**src/rtl/popcount_pkg.sv**
```systemverilog
// rtl/popcount_pkg.sv - shared constants, state type and full-adder helper for popcount_seq
package popcount_pkg;
   localparam int DATA_W     = 32;
   localparam int CHUNK_W    = 8;
   localparam int NUM_CHUNKS = DATA_W / CHUNK_W;
   localparam int RES_W      = $clog2(DATA_W + 1);
   localparam int CNT_W      = 4;
   localparam int IDX_W      = $clog2(NUM_CHUNKS);

   typedef enum logic [1:0] {
      ST_IDLE = 2'd0,
      ST_RUN  = 2'd1,
      ST_DONE = 2'd2
   } state_t;

   // {carry, sum} of a single full-adder cell
   function automatic logic [1:0] full_add(input logic a, input logic b, input logic c);
      return {(a & b) | (a & c) | (b & c), a ^ b ^ c};
   endfunction
endpackage

```
**src/rtl/popcount_seq_chunk_popcnt.sv**
```systemverilog
// rtl/popcount_seq_chunk_popcnt.sv - combinational 8-bit bit counter built from adder cells
module chunk_popcnt
   import popcount_pkg::*;
(
   input  logic [CHUNK_W-1:0] din,
   output logic [CNT_W-1:0]   cnt
);
   logic [1:0] fa0, fa1, fa2, fa3;
   logic       c3, c5;

   assign fa0 = full_add(din[0], din[1], din[2]);
   assign fa1 = full_add(din[3], din[4], din[5]);
   assign fa2 = full_add(fa0[0], fa1[0], din[6]);

   // weight-1 column closes with a half add of the last bit
   assign cnt[0] = fa2[0] ^ din[7];
   assign c3     = fa2[0] & din[7];

   assign fa3    = full_add(fa0[1], fa1[1], fa2[1]);
   assign cnt[1] = fa3[0] ^ c3;
   assign c5     = fa3[0] & c3;

   assign cnt[2] = fa3[1] ^ c5;
   assign cnt[3] = fa3[1] & c5;
endmodule

```
**src/rtl/popcount_seq.sv**
```systemverilog
// rtl/popcount_seq.sv - multi-cycle popcount with start/busy/done handshake
// Optional early finish on an all-zero remainder: POPCOUNT_SEQ_EARLY_EXIT_EN
module popcount_seq
   import popcount_pkg::*;
(
   input  logic              clk,
   input  logic              rst,
   input  logic              start,
   input  logic [DATA_W-1:0] operand,
   output logic              busy,
   output logic              done,
   output logic [RES_W-1:0]  result
);
   state_t             state_q, state_d;
   logic [DATA_W-1:0]  shift_q, shift_d, shifted;
   logic [RES_W-1:0]   acc_q, acc_d, acc_sum;
   logic [RES_W-1:0]   result_q, result_d;
   logic [IDX_W-1:0]   idx_q, idx_d;
   logic               busy_q, busy_d;
   logic               done_q, done_d;
   logic [CNT_W-1:0]   chunk_cnt;
   logic               last_chunk;

   chunk_popcnt u_chunk (
      .din (shift_q[CHUNK_W-1:0]),
      .cnt (chunk_cnt)
   );

   assign shifted = shift_q >> CHUNK_W;
   assign acc_sum = acc_q + RES_W'(chunk_cnt);

`ifdef POPCOUNT_SEQ_EARLY_EXIT_EN
   assign last_chunk = (idx_q == IDX_W'(NUM_CHUNKS - 1)) || (shifted == '0);
`else
   assign last_chunk = (idx_q == IDX_W'(NUM_CHUNKS - 1));
`endif

   always_comb begin
      state_d  = state_q;
      shift_d  = shift_q;
      acc_d    = acc_q;
      idx_d    = idx_q;
      result_d = result_q;
      busy_d   = 1'b0;
      done_d   = 1'b0;
      case (state_q)
         ST_IDLE, ST_DONE: begin
            if (start) begin
               shift_d = operand;
               acc_d   = '0;
               idx_d   = '0;
               busy_d  = 1'b1;
               state_d = ST_RUN;
            end else begin
               state_d = ST_IDLE;
            end
         end
         ST_RUN: begin
            acc_d   = acc_sum;
            shift_d = shifted;
            idx_d   = idx_q + IDX_W'(1);
            busy_d  = 1'b1;
            if (last_chunk) begin
               result_d = acc_sum;
               done_d   = 1'b1;
               busy_d   = 1'b0;
               state_d  = ST_DONE;
            end
         end
         default: state_d = ST_IDLE;
      endcase
   end

   always_ff @(posedge clk) begin
      if (rst) begin
         state_q  <= ST_IDLE;
         shift_q  <= '0;
         acc_q    <= '0;
         idx_q    <= '0;
         result_q <= '0;
         busy_q   <= 1'b0;
         done_q   <= 1'b0;
      end else begin
         state_q  <= state_d;
         shift_q  <= shift_d;
         acc_q    <= acc_d;
         idx_q    <= idx_d;
         result_q <= result_d;
         busy_q   <= busy_d;
         done_q   <= done_d;
      end
   end

   assign busy   = busy_q;
   assign done   = done_q;
   assign result = result_q;
endmodule

```
**config.mk**
```make
export PLATFORM = sky130hd
export DESIGN_NAME = popcount_seq
export DESIGN_NICKNAME = d
export VERILOG_FILES = /design/src/rtl/popcount_pkg.sv /design/src/rtl/popcount_seq_chunk_popcnt.sv /design/src/rtl/popcount_seq.sv
export SDC_FILE = /design/constraint.sdc
export NUM_CORES = 1
export LEC_CHECK = 0
export ABC_AREA = 1
export CORE_ASPECT_RATIO = 1.75
export CORE_MARGIN = 2
export CORE_UTILIZATION = 45
export CTS_CLUSTER_DIAMETER = 200
export DETAILED_ROUTE_END_ITERATION = 7
export PLACE_DENSITY = 0.71
export REMOVE_ABC_BUFFERS = 1
export SLEW_MARGIN = 20
export SYNTH_ARGS = -nofsm -noshare
export SYNTH_HDL_FRONTEND = slang
export SYNTH_SLANG_ARGS = --single-unit
```
**constraint.sdc**
```tcl
create_clock -name clk -period 4.3 [get_ports clk]
set_clock_uncertainty 0.2 [all_clocks]
set_input_delay 0.86 -clock clk [delete_from_list [all_inputs] [get_ports clk]]
set_output_delay 0.86 -clock clk [all_outputs]
set_load 0.03 [all_outputs]
```
==> results of run 1 <==
-- logic make-up (layout without fill, tap and decap cells) --
family	after synthesis	after routing	synth area share [%]
compound gates	53	53	13.2
flops	50	50	44.7
fa+ha+maj	13	13	8.94
xor+xnor	3	3	1.17
buf+inv	32	71	6.98
simple gates	129	129	25.0
-- power by group through the flow --
stage	clock network, uW	logic [uW]	registers (uW)
2_1_floorplan	0	152	529
3_3_place_gp	0	237	530
3_5_place_dp	0	240	532
4_1_cts	336	244	521
5_1_grt	356	276	525
6_report	329	240	520
-- layer usage --
layer,track usage [%],share of wire [%]
met3,2.66,2.5
met2,30.8,51
met1,21.1,44
met4,7.87,2.1
met5,0,0
-- final cells by class --
type	count	area [um^2]
inverters	20	85.1
multi-input cells	198	1080
flip-flops and latches	50	1000
well taps	54	67.6
fillers	479	2120
repair buffers	43	428
clock inverters	2	37.5
clock buffers	6	72.6
-- through the flow --
step | utilization [%] | instances | hold slack, ps | total power, uW
CTS | 56.7 | 373 | 263 | 1100
global placement | 54.5 | 365 | 245 | 767
global route | 56.7 | 373 | 284 | 1160
detailed placement | 54.5 | 365 | 251 | 771
finish | 56.7 | 373 | 262 | 1090
floorplan | - | 268 | 231 | 681
-- layout by cell type, fill, tap and decap left out --
| cell | synthesis | routed |
|---|---|---|
| nand4_1 | 1 | 1 |
| fa_1 | 5 | 5 |
| nand2_8 | 1 | 1 |
| buf_4 | 0 | 1 |
| o21a_1 | 1 | 1 |
| nand2_1 | 48 | 48 |
| nor3_1 | 23 | 23 |
| inv_6 | 1 | 1 |
| ha_1 | 8 | 8 |
| o21bai_1 | 2 | 2 |
| clkinvlp_4 | 0 | 1 |
| inv_2 | 1 | 1 |
| clkbuf_1 | 5 | 1 |
| clkdlybuf4s50_1 | 0 | 42 |
| nor2_4 | 1 | 1 |
| nor2_1 | 48 | 48 |
| clkbuf_8 | 0 | 5 |
| dfxtp_1 | 50 | 50 |
| a211oi_2 | 3 | 3 |
| nand2_4 | 2 | 2 |
| inv_1 | 16 | 16 |
| xor2_1 | 3 | 3 |
| nand3_1 | 5 | 5 |
| o21ai_0 | 27 | 27 |
| inv_4 | 2 | 2 |
| bufinv_16 | 0 | 1 |
| a21oi_1 | 20 | 20 |
-- how the worst min path moves through the flow --
stage / start / to / slack, ps / depth (start not counted)
detailed placement: shift_q[30] / shift_q[30] / 250 / 2
global route: shift_q[27] / shift_q[27] / 280 / 2
CTS: shift_q[30] / shift_q[30] / 260 / 2
finish: shift_q[29] / shift_q[29] / 260 / 2
global placement: shift_q[31] / shift_q[31] / 240 / 2
floorplan: shift_q[24] / shift_q[24] / 230 / 2
-- sequential cells by signal, indices dropped and copies added (netlist names) --
| signal | cells |
|---|---|
| busy | 1 |
| acc_q | 6 |
| idx_q | 2 |
| shift_q | 32 |
| state_q | 2 |
| done | 1 |
| result | 6 |
-- worst max-delay path, delay by kind of cell, from the launching register on --
family	cells	cell delay, ps
fa+ha+maj	6	2180
flops	1	340
simple gates	3	270
xor+xnor	1	220
buf+inv	2	120
compound gates	1	120
==> reports/results.ini, run 1 <==
[die]
io_pins = 43
die_w_um = 57.3
die_h_um = 97.3
core_mm2 = 0.00489
dieArea_mm2 = 0.00558
start_util_pct = 45.8
rows = 34

[worst_setup_path]
crit_end = acc_q[3]
required_ps = 4340
cp_slowest_cell = fa_1
reg2regPathDepth = 13
critPathArrivalTime_ps = 3550
r2r-start = shift_q[0]
max_stage_delay_ps = 530
r2r_slack_ps = 790
crit_chain = fa_1, inv_1, fa_1, inv_1, fa_1, ha_1, ha_1, ha_1, nand2_1, nand3_1, xor2_1, nand2_1, a21oi_1
path_class = flop to flop
critPathLaunch = shift_q[0]
reg2reg_to = acc_q[3]
cp-start-kind = flop
crit_fanout = 5
cp-end-kind = flop

[cts]
cts_resized = 0
cts-htree-levels = 2
cts_made_buffers = 5
cts_tree = yes
clk_pin_slew_ps = 90
cts_buffer_depth = 2
cts_setup_buffers = 0
root_buffer = clkbuf_8
cts_sinks = 50
clk_latency_ps = 310
hold_buffers = 0

[logic_synthesis]
synth_most_common_cell = dfxtp_1
synth_area_leaders = dfxtp_1 (45%), nand2_1 (8.0%), nor2_1 (8.0%)
netlist-cell-type-count = 26
yosysTopAreaCell = dfxtp_1
syn-cell-area_mm2 = 0.00224
synth_common_cells = dfxtp_1 (50), nand2_1 (48), nor2_1 (48), o21ai_0 (27), nor3_1 (23)
yosysSeqAreaShare_pct = 44.7
ys_async_sr_fraction_pct = 0
synth_edf_count = 0
syn_avg_cell_area_um2 = 8.00
yosys_warnings = 0
synth_cells = 280
yosysTopAreaCellShare_pct = 44.7
synth_flop_cell = dfxtp_1
ys_ff_latch = 50

[routing]
num_vias = 1843
route.detailed.drc = 0
routed_wl_um = 4440
antenna_left = 0
drt-pass1-iter-count = 4
drtIter0Drc = 40
vias_per_cell = 4.94
avgRoutedWirePerCell_um = 11.9

[place]
port_buffers = 42
place_hpwl_um = 3120
pre_cts_ws_ps = 790
dpl-instance-area_mm2 = 0.00266
gp_congestion = 0.794

[finish]
syn2layout_area_growth_pct = 23.9
finish.instance_area_mm2 = 0.00277
antenna_cells_inserted = 0
drive_above_1_share_pct = 5.96
nets = 366

[sta]
fin_setup_tns_ps = 0
drv_slew = 0
finalCritPeriodShare_pct = 81.6
finalSetupViolCount = 0
fmax_mhz = 285
tightest_slew_ps = 706
hold_viol_final = 0
setup_slack_ps = 789
min_period_ps = 3510
slew_headroom_pct = 52.9
rsz0062_at_grt = false

[pwr]
swShare_pct = 28.6
clkPwrFrac_pct = 30.2
peakVddDrop_v = 0.000264
p_int_uw = 778
pwr-share-comb_pct = 22.0
p_leak_uw = 0.00118
seq_power_share_pct = 47.8
p_switching_uw = 312
power_density_mw_per_mm2 = 393

[global_route]
grt_max_degree = 30
antenna_found_initial = 0
first_global_vias = 1834
overflow = 0
track_usage_pct = 17.8
grt_pass1_wl_um = 7930

[status]
status = finished clean

[hold_path]
hold_class = flop to flop

[flow_run]
maxCapViolCount = 0

Note: power is estimated with default switching activity, not from simulation.
==> inputs of run 2 (changes only) <==
--- a/config.mk
+++ b/config.mk
@@ -11,7 +11,7 @@
 export CORE_UTILIZATION = 45
 export CTS_CLUSTER_DIAMETER = 200
 export DETAILED_ROUTE_END_ITERATION = 7
-export PLACE_DENSITY = 0.71
+export PLACE_DENSITY = 0.74
 export REMOVE_ABC_BUFFERS = 1
 export SLEW_MARGIN = 20
 export SYNTH_ARGS = -nofsm -noshare
==> constraint.sdc (replaced) <==
create_clock -name clk -period 3 [get_ports clk]
set_clock_uncertainty 0.2 [all_clocks]
set_input_delay 0.6 -clock clk [delete_from_list [all_inputs] [get_ports clk]]
set_output_delay 0.6 -clock clk [all_outputs]
set_load 0.03 [all_outputs]
==> reports/results.ini, run 2 (synthesized netlist as in run 1, its figures left out) <==
[worst_setup_path]
cp_common_cell = nand2_2
r2r-start = shift_q[5]
crit_chain = fa_1, inv_2, fa_2, inv_2, fa_2, ha_4, ha_4, ha_4, nand2_2, nor2_2, nand2_2, nand3_2, nand2_2, nand2_2, nand2_1, nand2_1, inv_1
required_ps = 3010  ; -1330 ps
path_class = flop to flop
max_stage_delay_ps = 550  ; +20 ps
crit_fanout = 5  ; unchanged
cp-end-kind = flop
cp_slowest_cell = fa_1
cp-start-kind = flop
critPathLaunch = shift_q[5]
critPathArrivalTime_ps = 3380  ; -170 ps

[global_route]
grt_pass1_wl_um = 8180  ; +3.1%
grt_max_degree = 30  ; unchanged
overflow = 0  ; unchanged
first_global_vias = 1865  ; +1.7%
track_usage_pct = 18.7  ; +0.92 points
antenna_found_initial = 0  ; unchanged

[routing]
drt-met1-wl_um = 1950  ; -0.20%
drtIter0Drc = 42  ; +5.0%
avgRoutedWirePerCell_um = 12.8  ; +7.2%
wl_met2_um = 2570  ; +13%
drt-pass1-iter-count = 4  ; unchanged
num_vias = 1920  ; +4.2%
route.detailed.drc = 0  ; unchanged
routed_wl_um = 4800  ; +8.1%
routed-wl-met3_um = 150  ; +33%
vias_per_cell = 5.11  ; +3.3%
dr.max_layer_used = met4
antenna_left = 0  ; unchanged

[hold_path]
hold_class = flop to flop
worstHoldStart = shift_q[26]

[sta]
slew_headroom_pct = 52.6  ; -0.34 points
tightest_slew_ps = 711  ; +5.15 ps
finalSetupViolCount = 10  ; +10
min_period_ps = 3370  ; -137 ps
setup_slack_ps = -374  ; -1160 ps
rsz0062_at_grt = true
finalCritPeriodShare_pct = 112  ; +31 points
hold_viol_final = 0  ; unchanged
hold_slack_ps = 260  ; -1.61 ps
fmax_mhz = 296  ; +4.1%
drv_slew = 0  ; unchanged
fin_setup_tns_ps = -2610  ; -2610 ps

[place]
place_hpwl_um = 3320  ; +6.4%
port_buffers = 42  ; unchanged
dp_cells = 368  ; +0.82%
gp_congestion = 0.800  ; +0.78%

[pwr]
p_leak_uw = 0.00119  ; +0.17%
peakVddDrop_v = 0.000425  ; +61%
p_total_uw = 1540  ; +41%
power_density_mw_per_mm2 = 535  ; +36%

[finish]
final_cell_mix = nor2_1 (47), dfxtp_1 (47), nand2_1 (44)
drive_above_1_share_pct = 14.0  ; +8.0 points
final_cells = 376  ; +0.80%
largest_register_ffs = 32  ; unchanged
final_core_util_pct = 58.8  ; +2.1 points
antenna_cells_inserted = 0  ; unchanged
nets = 370  ; +1.1%
top_register = shift_q
syn2layout_area_growth_pct = 28.4

[die]
die_w_um = 57.3  ; unchanged
start_util_pct = 45.8  ; unchanged
io_pins = 43  ; unchanged
die_h_um = 97.3  ; unchanged
core_mm2 = 0.00489  ; unchanged
rows = 34  ; unchanged
dieArea_mm2 = 0.00558  ; unchanged

[cts]
cts_tree = yes
cts_buffer_depth = 2  ; unchanged
cts_sinks = 50  ; unchanged
cts_made_buffers = 5  ; unchanged
clk_pin_slew_ps = 90  ; about the same
hold_buffers = 0  ; unchanged
cts-htree-levels = 2  ; unchanged
root_buffer = clkbuf_8
clk_latency_ps = 300  ; about the same

[flow_run]
maxCapViolCount = 0  ; unchanged

[status]
status = finished, violations left
failed_checks = setup timing

run 2: cell types whose count changed in the layout (fill, tap and decap cells not counted), sizes merged:
| cell | before | now |
|---|---|---|
| buf | 1 | 5 |
| bufinv | 1 | 0 |
run 2: path summary, 6_finish.rpt:
check / end / slack, ps / cells after the start
max reg2reg: result[5] / -370 / 17
min reg2reg: shift_q[26] / 260 / 2
min: shift_q[26] / 260 / 2
max: result[5] / -370 / 17
run 2: metal layers:
layer | vias to the layer above | global-route usage (%)
met4 | 0 | 9.48
li1 | 990 | -
met3 | 9 | 3.33
met2 | 41 | 32.7
met5 | - | 0
met1 | 880 | 21.0
run 2: power by group:
| group | switching [uW] | internal, uW |
|---|---|---|
| sequential | 30.4 | 717 |
| combinational | 218 | 200 |
| clock | 213 | 160 |
| total | 461 | 1080 |
run 2: area by class of cell:
class / instances / area, um^2
sequential: 50 / 1000
tap: 54 / 67.6
inverter: 20 / 85.1
fill: 462 / 2020
multi-input combinational: 198 / 1180
timing repair buffer: 47 / 462
clock inverter: 1 / 7.51
clock buffer: 6 / 72.6
run 2: through the flow:
step           area (um^2)  worst slack [ps]
2_1_floorplan         2170              -324
3_3_place_gp          2690              -402
3_5_place_dp          2690              -522
4_1_cts               2830              -306
5_1_grt               2880              -519
6_report              2880              -374
run 2: worst max-delay path: cells and delay by family, from the launching register on:
kind | cells | cell delay (ps)
buf+inv | 3 | 140
flops | 1 | 340
fa+ha+maj | 6 | 2050
simple gates | 8 | 550
run 2: timing repair:
action,CTS,global route
gates resized for setup,12,13
endpoints found under the hold margin,0,0
setup endpoints to repair,10,10
buffers inserted,0,1
pin swaps,7,15
==> inputs of run 3 (changes only) <==
--- a/config.mk
+++ b/config.mk
@@ -7,7 +7,7 @@
 export LEC_CHECK = 0
 export ABC_AREA = 1
 export CORE_ASPECT_RATIO = 1.75
-export CORE_MARGIN = 2
+export CORE_MARGIN = 4
 export CORE_UTILIZATION = 45
 export CTS_CLUSTER_DIAMETER = 200
 export DETAILED_ROUTE_END_ITERATION = 7
==> reports/results.ini, run 3 (synthesized netlist as in run 1, its figures left out) <==
[status]
status = finished, violations left
failed_checks = setup timing

[place]
port_buffers = 42  ; unchanged
pre_cts_ws_ps = -468  ; +54.4 ps
place_hpwl_um = 3290  ; -0.97%
gp_congestion = 0.812  ; +1.5%

[cts]
cts_tree = yes
cts_made_buffers = 5  ; unchanged
cts-htree-levels = 2  ; unchanged
root_buffer = clkbuf_8
clk_pin_slew_ps = 90  ; about the same
hold_buffers = 0  ; unchanged
cts_sinks = 50  ; unchanged
clk_latency_ps = 300  ; about the same
cts_buffer_depth = 2  ; unchanged

[sta]
finalSetupViolCount = 10  ; unchanged
slew_headroom_pct = 52.1  ; -0.47 points
setup_slack_ps = -309  ; +64.8 ps
min_period_ps = 3310  ; -64.8 ps
rsz0062_at_grt = true
finalCritPeriodShare_pct = 110  ; -2.2 points
drv_slew = 0  ; unchanged
hold_viol_final = 0  ; unchanged
tightest_slew_ps = 718  ; +7.10 ps
fmax_mhz = 302  ; +2.0%

[finish]
antenna_cells_inserted = 0  ; unchanged
nets = 370  ; unchanged
syn2layout_area_growth_pct = 26.7
regArea_mm2 = 0.00100  ; unchanged
top_register = shift_q
final_cell_mix = nor2_1 (48), dfxtp_1 (47), nand2_1 (45)
drive_above_1_share_pct = 11.5  ; -2.4 points
largest_register_ffs = 32  ; unchanged
multi_input_area_mm2 = 0.00114  ; -2.9%
final_common_cell = nor2_1
nFillCells = 432  ; -6.5%

[routing]
num_vias = 1919  ; -0.052%
routed_wl_um = 4810  ; +0.23%
drtIter0Drc = 47  ; +12%
antenna_left = 0  ; unchanged
vias_per_cell = 5.14  ; +0.75%
drt-pass1-iter-count = 4  ; unchanged
route.detailed.drc = 0  ; unchanged
avgRoutedWirePerCell_um = 12.9  ; +1.0%

[worst_setup_path]
crit_fanout = 5  ; unchanged
critPathArrivalTime_ps = 3350  ; -30 ps
cp-start-kind = flop
cp-end-kind = flop
required_ps = 3040  ; +30 ps
path_class = flop to flop

[die]
rows = 33  ; -2.9%
start_util_pct = 47.2  ; +1.4 points
io_pins = 43  ; unchanged
core_mm2 = 0.00475  ; -2.9%
die_w_um = 61.3  ; +7.0%
die_h_um = 101  ; +4.1%
dieArea_mm2 = 0.00621  ; +11%

[global_route]
first_global_vias = 1858  ; -0.38%
track_usage_pct = 16.6  ; -2.1 points
grt_max_degree = 30  ; unchanged
grt_pass1_wl_um = 7870  ; -3.8%
antenna_found_initial = 0  ; unchanged
overflow = 0  ; unchanged

[pwr]
seq_power_share_pct = 49.4  ; +0.8 points
pwr-share-comb_pct = 25.3  ; -1.8 points
swShare_pct = 29.1  ; -0.89 points
power_density_mw_per_mm2 = 534  ; -0.23%
p_total_uw = 1510  ; -1.5%
p_leak_uw = 0.00118  ; -0.16%
p_switching_uw = 441  ; -4.5%
peakVddDrop_v = 0.000406  ; -4.6%
p_int_uw = 1070  ; -0.28%
clkPwrFrac_pct = 25.3  ; +1.0 points

[flow_run]
maxCapViolCount = 0  ; unchanged

[hold_path]
hold_class = flop to flop

run 3: cell count changes in the layout (fill, tap and decap cells not counted), sizes merged:
cell / change
clkinvlp: -1
run 3: worst max-delay path: stages, from the launching register on:
cell and delay, ps:
dfxtp_2 340, fa_1 540, inv_2 40, fa_2 350, inv_2 70, fa_1 390, ha_2 210, ha_4 220
ha_4 280, nand3_1 90, nand3_1 110, xor2_1 220, nand2_1 80, a21oi_1 120
run 3: power by group through the flow:
stage / clock (uW) / sequential (uW) / combinational (uW)
6_report: 384 / 748 / 384
5_1_grt: 418 / 755 / 439
4_1_cts: 393 / 747 / 373
3_5_place_dp: 0 / 761 / 342
3_3_place_gp: 0 / 759 / 338
2_1_floorplan: 0 / 758 / 218
run 3: final timing paths:
kind | from | endpoint | slack [ps] | cells past startpoint
hold / removal | shift_q[28] | shift_q[28] | 260 | 2
hold reg to reg | shift_q[28] | shift_q[28] | 260 | 2
setup / recovery | shift_q[5] | acc_q[3] | -310 | 13
setup reg to reg | shift_q[5] | acc_q[3] | -310 | 13
run 3: stage by stage:
stage / hold WS, ps / cell area, um^2 / cells / TNS (ps) / utilization, %
final: 261 / 2840 / 373 / -2020 / 59.8
after global routing: 283 / 2840 / 373 / -3450 / 59.8
after CTS: 264 / 2820 / 372 / -1910 / 59.4
after detailed placement: 251 / 2680 / 366 / -3680 / 56.5
after global placement: 245 / 2680 / 366 / -3130 / 56.5
after floorplan: 231 / 2170 / 268 / -2040 / -
run 3: layout make-up:
cell class	instances	area share, %
timing repair buffer	47	16.1
clock buffer	6	2.91
multi-input combinational	198	40.3
tap	52	2.29
sequential	50	35.4
inverter	20	3.00
run 3: repair_timing:
action / CTS / global route
endpoints found under the setup margin: 10 / 10
cloned: 0 / 0
pin swaps: 4 / 12
buffers inserted: 0 / 1
gates resized for setup: 9 / 6
run 3: routing by layer:
metal | vias to the layer above | routed length (um) | track usage, %
met5 | - | 0 | 0
met1 | 881 | 1930 | 19.1
met3 | 7 | 203 | 3.70
met4 | 0 | 93 | 6.37
li1 | 991 | - | -
met2 | 40 | 2580 | 29.0
